### src/rtl/frv_mem_arbiter_pkg.sv
// frv_mem_arbiter_pkg: FSM state encodings, one-hot grant codes and the IDLE winner pick for frv_mem_arbiter
package frv_mem_arbiter_pkg;
  typedef enum logic [1:0] {
    ARB_IDLE   = 2'd0,
    ARB_BUSY_I = 2'd1,
    ARB_BUSY_D = 2'd2
  } arb_state_t;
  localparam logic [1:0] ARB_GNT_NONE = 2'b00;
  localparam logic [1:0] ARB_GNT_I    = 2'b01;
  localparam logic [1:0] ARB_GNT_D    = 2'b10;
  function automatic logic [1:0] arb_pick(input logic i_cen, input logic d_cen, input logic promote);
    return (promote && i_cen) ? ARB_GNT_I : d_cen ? ARB_GNT_D : i_cen ? ARB_GNT_I : ARB_GNT_NONE;
  endfunction
endpackage

### src/rtl/frv_sat_counter.sv
// frv_sat_counter: counter that holds at LIMIT, flags sat there, clear wins over increment
module frv_sat_counter #(
  parameter int WIDTH = 4,
  parameter int LIMIT = 4
) (
  input  logic clk,
  input  logic rst,
  input  logic inc,
  input  logic clr,
  output logic sat
);
  logic [WIDTH-1:0] ctr;
  assign sat = ctr == WIDTH'(LIMIT);
  always_ff @(posedge clk) begin
    if (rst || clr) ctr <= '0;
    else if (inc && !sat) ctr <= ctr + WIDTH'(1);
  end
endmodule

### src/rtl/frv_mem_arbiter.sv
// frv_mem_arbiter: shares one memory bus between fetch (imem) and LSU (dmem), dmem first, grant locked while stalled.
// Define FRV_MEM_ARBITER_STARVE_GUARD_EN to promote imem after STARVE_LIMIT stalled cycles.
module frv_mem_arbiter
  import frv_mem_arbiter_pkg::*;
#(
  parameter int STARVE_LIMIT = 4
) (
  input  logic        g_clk,
  input  logic        g_reset,
  input  logic        imem_cen,
  input  logic        imem_wen,
  input  logic [3:0]  imem_strb,
  input  logic [31:0] imem_addr,
  input  logic [31:0] imem_wdata,
  output logic        imem_stall,
  output logic        imem_error,
  output logic [31:0] imem_rdata,
  input  logic        dmem_cen,
  input  logic        dmem_wen,
  input  logic [3:0]  dmem_strb,
  input  logic [31:0] dmem_addr,
  input  logic [31:0] dmem_wdata,
  output logic        dmem_stall,
  output logic        dmem_error,
  output logic [31:0] dmem_rdata,
  output logic        mem_cen,
  output logic        mem_wen,
  output logic [3:0]  mem_strb,
  output logic [31:0] mem_addr,
  output logic [31:0] mem_wdata,
  input  logic        mem_stall,
  input  logic        mem_error,
  input  logic [31:0] mem_rdata
);
  arb_state_t state, state_nxt;
  logic [1:0] gnt;
  logic gnt_i, gnt_d, promote;
  // A busy state pins the grant; reset forces no grant so the bus is quiet
  always_comb begin
    gnt = g_reset ? ARB_GNT_NONE
        : state == ARB_BUSY_I ? ARB_GNT_I
        : state == ARB_BUSY_D ? ARB_GNT_D
        : arb_pick(imem_cen, dmem_cen, promote);
    gnt_i = gnt == ARB_GNT_I;
    gnt_d = gnt == ARB_GNT_D;
  end
  always_comb begin
    state_nxt = state;
    if (state == ARB_IDLE)
      state_nxt = !mem_stall ? ARB_IDLE : gnt_d ? ARB_BUSY_D : gnt_i ? ARB_BUSY_I : ARB_IDLE;
    else if (!mem_stall)
      state_nxt = ARB_IDLE;
  end
  always_ff @(posedge g_clk) begin
    state <= g_reset ? ARB_IDLE : state_nxt;
  end
  always_comb begin
    mem_cen    = gnt_d ? dmem_cen   : gnt_i ? imem_cen   : 1'b0;
    mem_wen    = gnt_d ? dmem_wen   : gnt_i ? imem_wen   : 1'b0;
    mem_strb   = gnt_d ? dmem_strb  : gnt_i ? imem_strb  : 4'h0;
    mem_addr   = gnt_d ? dmem_addr  : gnt_i ? imem_addr  : 32'h0;
    mem_wdata  = gnt_d ? dmem_wdata : gnt_i ? imem_wdata : 32'h0;
    imem_stall = gnt_i ? mem_stall : imem_cen;
    dmem_stall = gnt_d ? mem_stall : dmem_cen;
    imem_error = gnt_i && mem_error && !mem_stall;
    dmem_error = gnt_d && mem_error && !mem_stall;
    imem_rdata = mem_rdata;
    dmem_rdata = mem_rdata;
  end
`ifdef FRV_MEM_ARBITER_STARVE_GUARD_EN
  frv_sat_counter #(
    .WIDTH(4),
    .LIMIT(STARVE_LIMIT)
  ) u_starve_ctr (
    .clk(g_clk),
    .rst(g_reset),
    .inc(imem_cen && imem_stall && state != ARB_BUSY_I),
    .clr(gnt_i && imem_cen && !mem_stall),
    .sat(promote)
  );
`else
  assign promote = 1'b0;
`endif
  a_limit_range: assert property (@(posedge g_clk) STARVE_LIMIT >= 1 && STARVE_LIMIT <= 15);
  a_hold_dmem: assert property (@(posedge g_clk) disable iff (g_reset) state == ARB_BUSY_D |-> dmem_cen);
  a_hold_imem: assert property (@(posedge g_clk) disable iff (g_reset) state == ARB_BUSY_I |-> imem_cen);
endmodule
### config.mk
export PLATFORM = sky130hd
export DESIGN_NAME = frv_mem_arbiter
export DESIGN_NICKNAME = d
export VERILOG_FILES = /design/src/rtl/frv_mem_arbiter_pkg.sv /design/src/rtl/frv_sat_counter.sv /design/src/rtl/frv_mem_arbiter.sv
export SDC_FILE = /design/constraint.sdc
export NUM_CORES = 1
export LEC_CHECK = 0
export ABC_CLOCK_PERIOD_IN_PS = 2100
export CORE_AREA = 2 2 122 124
export DETAILED_ROUTE_END_ITERATION = 10
export DIE_AREA = 0 0 124 126
export PLACE_DENSITY = 0.63
export SYNTH_ARGS = -nofsm -noshare
export SYNTH_HDL_FRONTEND = slang
export SYNTH_SLANG_ARGS = --single-unit
### constraint.sdc
create_clock -name g_clk -period 2.1 [get_ports g_clk]
set_clock_uncertainty 0.1 [all_clocks]
set_input_delay 0.525 -clock g_clk [delete_from_list [all_inputs] [get_ports g_clk]]
set_output_delay 0.525 -clock g_clk [all_outputs]
set_load 0.1 [all_outputs]
; Word-level counts from Yosys, hierarchy flattened
; Index checks and enable logic that the tools add are counted.
[classes]
n_addsub = 0
multipliers = 0
div = 0
magnitude_cmp = 0
n_eq_ne = 5
shifts = 0
mux = 22
bitwise_logic = 0
n_reduce_logical = 6
[op_table]
columns = op, count
row1 = $mux W32, 4
row2 = $mux W2, 8
row3 = $mux W1, 8
row4 = $mux W4, 2
row5 = $eq A2 B1 Y1 const B, 2
row6 = $eq A2 B2 Y1 const B, 2
row7 = $logic_and A1 B1 Y1, 4
row8 = $logic_not A2 Y1, 1
row9 = $ne A2 B1 Y1 const B, 1
row10 = $logic_not A1 Y1, 1
[word_totals]
register_bits = 2
latchBits = 0
ram_bits = 0
rom_bits = 0
input_bits = 176
output_inout_bits = 138
elab_cells = 34
memories = 0

; Longest topological paths before layout
[logic_depth]
ltp_word = 10
mapped_depth = 6

; Least setup slack after synthesis
; No wires, ideal clock.
[synth_path]
path_type = input port to output port
from = input g_reset
to = output mem_cen
arrival_time_ns = 3.223
required_ns = 1.475
slack_ns = -1.748
path_stages = 3
n_path_buf = 2
path_cell_list = clkbuf_1 -> clkbuf_1 -> a311oi_1
[synth_via]
elab_chain_cells = 4
word_cells_on_any_way = 5
classes_between = eq/ne: 2 / mux: 3
[synth_lines]
columns = element, line
row1 = from (decl), frv_mem_arbiter.sv:9  ; input logic g_reset,
row2 = $mux W2 *, frv_mem_arbiter.sv:40  ; gnt = g_reset ? ARB_GNT_NONE
row3 = $eq A2 B1 Y1, frv_mem_arbiter.sv:44  ; gnt_i = gnt == ARB_GNT_I;
row4 = $mux W1, frv_mem_arbiter.sv:58  ; mem_cen = gnt_d ? dmem_cen : gnt_i ? imem_cen : 1'b0;
row5 = $mux W1 *, frv_mem_arbiter.sv:58
row6 = to (decl), frv_mem_arbiter.sv:26  ; output logic mem_cen,
; Mark *: on every way between the ends. The rest lies on a longest branch, timed or not.

; Worst setup path after layout
[layout_path]
from = input dmem_cen
to = output mem_wdata[11]
[layout_via]
elab_chain_cells = 7
word_cells_on_any_way = 8
classes_between = eq/ne: 2 / mux: 6
[layout_lines]
columns = element, line
row1 = from (decl), frv_mem_arbiter.sv:18  ; input logic dmem_cen,
row2 = $mux W2 *, frv_mem_arbiter_pkg.sv:12  ; return (promote && i_cen) ? ARB_GNT_I : d_cen ? ARB_GNT_D : i_cen ? ARB_GNT_I : ARB_GNT_NONE;
row3 = $mux W2 *, frv_mem_arbiter.sv:42  ; : state == ARB_BUSY_D ? ARB_GNT_D
row4 = $mux W2 *, frv_mem_arbiter.sv:41  ; : state == ARB_BUSY_I ? ARB_GNT_I
row5 = $mux W2 *, frv_mem_arbiter.sv:40
row6 = $eq A2 B1 Y1, frv_mem_arbiter.sv:44
row7 = $mux W32, frv_mem_arbiter.sv:62  ; mem_wdata = gnt_d ? dmem_wdata : gnt_i ? imem_wdata : 32'h0;
row8 = $mux W32 *, frv_mem_arbiter.sv:62
row9 = to (decl), frv_mem_arbiter.sv:30  ; output logic [31:0] mem_wdata,
; Marks and branches as above.

==> run metrics <==
antenna viol nets, final 0; dpl hpwl 10.4 mm; RSZ-0062 raised after global routing true; DRC viols 0; P per Cell Area roughly 370 nW/um^2; die area approximately 16000 um^2; DR iter-0 viols between 100 and 150; clk buf depth 2; Syn Area/Cell 6.28 um^2; final hold vios 0; max_slew headroom 77.3%; crit path from dmem_cen; fin. max-slew vios 0; Yosys Warn Count 0; Tmin final roughly 2.4 ns; Placer Congestion 0.768; total track usage 17.3%; max_cap viols 0; synth unique cells 23; die height 126 um; Seq/Total Area, Yosys 1.58%; TritonCTS clock tree built; via count 3673; failing checks setup timing; PortBufs between 200 and 250; Final Setup Violations 73; grt total ovfl 0; top fanout value on the critical path 7; Core Box Area 14300 um^2; share of the synthesized area in the top cell type 23.9%; LEAKAGE 2.86 nW; Vias/cell 4.71; reg2reg start state[1]$_SDFFE_PP0P_; f_max 418 MHz; fin crit share 114%; number of top-level pins roughly 310; max reg flops 2; worst setup margin -0.294 ns; Tot Pwr 2.89 mW; kind of path behind the tightest hold check register to register; site row count between 40 and 50; Final nets 774; DR pass1 iterations 6; Placed Area around 7000 um^2; first-pass GRT wire length roughly 21 mm; Clock Pin Slew Worst Setup and Hold Paths 0.03 ns; crit path DAT around 1.8 ns; initial antenna violation count 0; n_diodes 0; Crit path required time 1.47 ns; status finished with violations; Mapped Area roughly 2500 um^2; largest net degree at the start of global routing 40; most flop-heavy register state; hold_sp state[1]$_SDFFE_PP0P_; Synth Register Bits 2; largest registers state: 2 flops; Max IR drop VDD 216 uV; H-Tree Depth 1; clock latency on the worst-skew pair around 0.23 ns; ratio of cells with drive above 1 in the final layout 42.4%; Synth Net Count 578; top cell type by total area after synthesis o221ai_1; DIE WIDTH 124 um; CTS root buffer clkbuf_16; hold_buf cts 0; Area contributors post-synth o221ai_1, nand3b_1, buf_4; Syn Inst Count 402; cell area after layout around 7800 um^2; P&R area growth vs syn 207%; # fillers 1231; CP endpoint kind primary output; CTS buffer count 3; worst-margin pin slew 0.340 ns; Starting Density 17.6%; clock sink count 2; Total Wirelength 14.2 mm; CP startpoint kind input port; vias in the first global route between 4000 and 5000; WS Path Type input port to primary output; routed len/inst 18.2 um
routing by layer:
metal | GRT usage (%) | wire, um
met1 | 18.8 | 5210
met2 | 33.3 | 7720
met3 | 2.81 | 892
met4 | 5.49 | 372
met5 | 0 | 0
cells in the mapped netlist:
cell,n
o41ai_1,1
a311oi_1,1
and2_1,1
nor2b_1,1
o21ai_0,1
dfxtp_1,2
nand3b_1,69
o221ai_1,69
inv_1,71
nor3b_4,1
nor2_1,4
o21bai_1,1
buf_2,10
o21ba_2,1
buf_6,5
mux2_2,1
nand2b_1,3
a21oi_1,2
buf_4,68
clkbuf_1,19
nor4_2,1
nand2_1,69
a21boi_2,1
power breakdown:
group / internal, mW / switching (mW)
combinational: 1.15 / 1.41
sequential: 0.0395 / 0.00384
clock: 0.243 / 0.0506
final cells by class:
| type | instances | area, um^2 | area share [%] |
|---|---|---|---|
| Sequential cell | 2 | 43.8 | 0.565 |
| Inverter | 71 | 269 | 3.47 |
| Tap cell | 184 | 230 | 2.97 |
| Clock buffer | 3 | 75.1 | 0.968 |
| Timing Repair Buffer | 293 | 4200 | 54.1 |
| Multi-Input combinational cell | 227 | 2940 | 37.9 |
kinds of logic after synthesis:
group                  share of synthesized area (%)
AND/OR/NAND/NOR                                 33.8
AO/OA/AOI/OAI                                   26.3
multiplexers                                   0.446
flip-flops                                      1.59
buffers and inverters                           37.8
critical path, stage by stage:
cell	delay (ns)
buf_12	0.11
o21ba_4	0.22
o21bai_4	0.19
buf_12	0.14
buf_16	0.11
buf_12	0.14
o221ai_4	0.13
buf_12	0.18
worst paths after layout:
check,to,slack (ns),cells after the start
worst max-delay path,mem_wdata[11],-0.29,8
worst min-delay path,state[1]$_SDFFE_PP0P_,0.49,2
worst max register to register,state[0]$_SDFFE_PP0P_,0.85,6
worst min register to register,state[1]$_SDFFE_PP0P_,0.49,2
per-stage QoR:
step / cells / setup TNS [ns] / setup slack [ns] / hold slack, ns / util [%]
3_3_place_gp: 748 / -58.09 / -0.833 / 0.490 / 48.3
3_5_place_dp: 748 / -59.33 / -0.851 / 0.476 / 48.3
5_1_grt: 780 / -21.31 / -0.336 / 0.522 / 54.2
4_1_cts: 771 / -18.96 / -0.311 / 0.507 / 52.3
2_1_floorplan: 402 / -16.03 / -0.500 / 0.437 / -
6_report: 780 / -17.77 / -0.294 / 0.490 / 54.2
cells in the final DEF (no fill, tap or decap), drive strengths merged:
| master | count |
|---|---|
| nand3b | 69 |
| nand2b | 3 |
| dlygate4sd2 | 1 |
| mux2 | 1 |
| a311oi | 1 |
| o41ai | 1 |
| o21bai | 1 |
| inv | 71 |
| and2 | 1 |
| clkbuf | 10 |
| nor3b | 1 |
| nor4 | 1 |
| o21ba | 1 |
| nor2b | 1 |
| bufbuf | 1 |
| a21boi | 1 |
| buf | 145 |
| o21ai | 1 |
| o221ai | 69 |
| nor2 | 4 |
| clkdlybuf4s50 | 139 |
| a21oi | 2 |
| dfxtp | 2 |
| nand2 | 69 |
timing repair:
item	CTS	global route
setup endpoints to repair	74	74
resized for setup	47	13
gates cloned	6	8
buffers inserted	14	1
pin swaps	8	11
No activity file was read; power rests on OpenSTA's default activity.
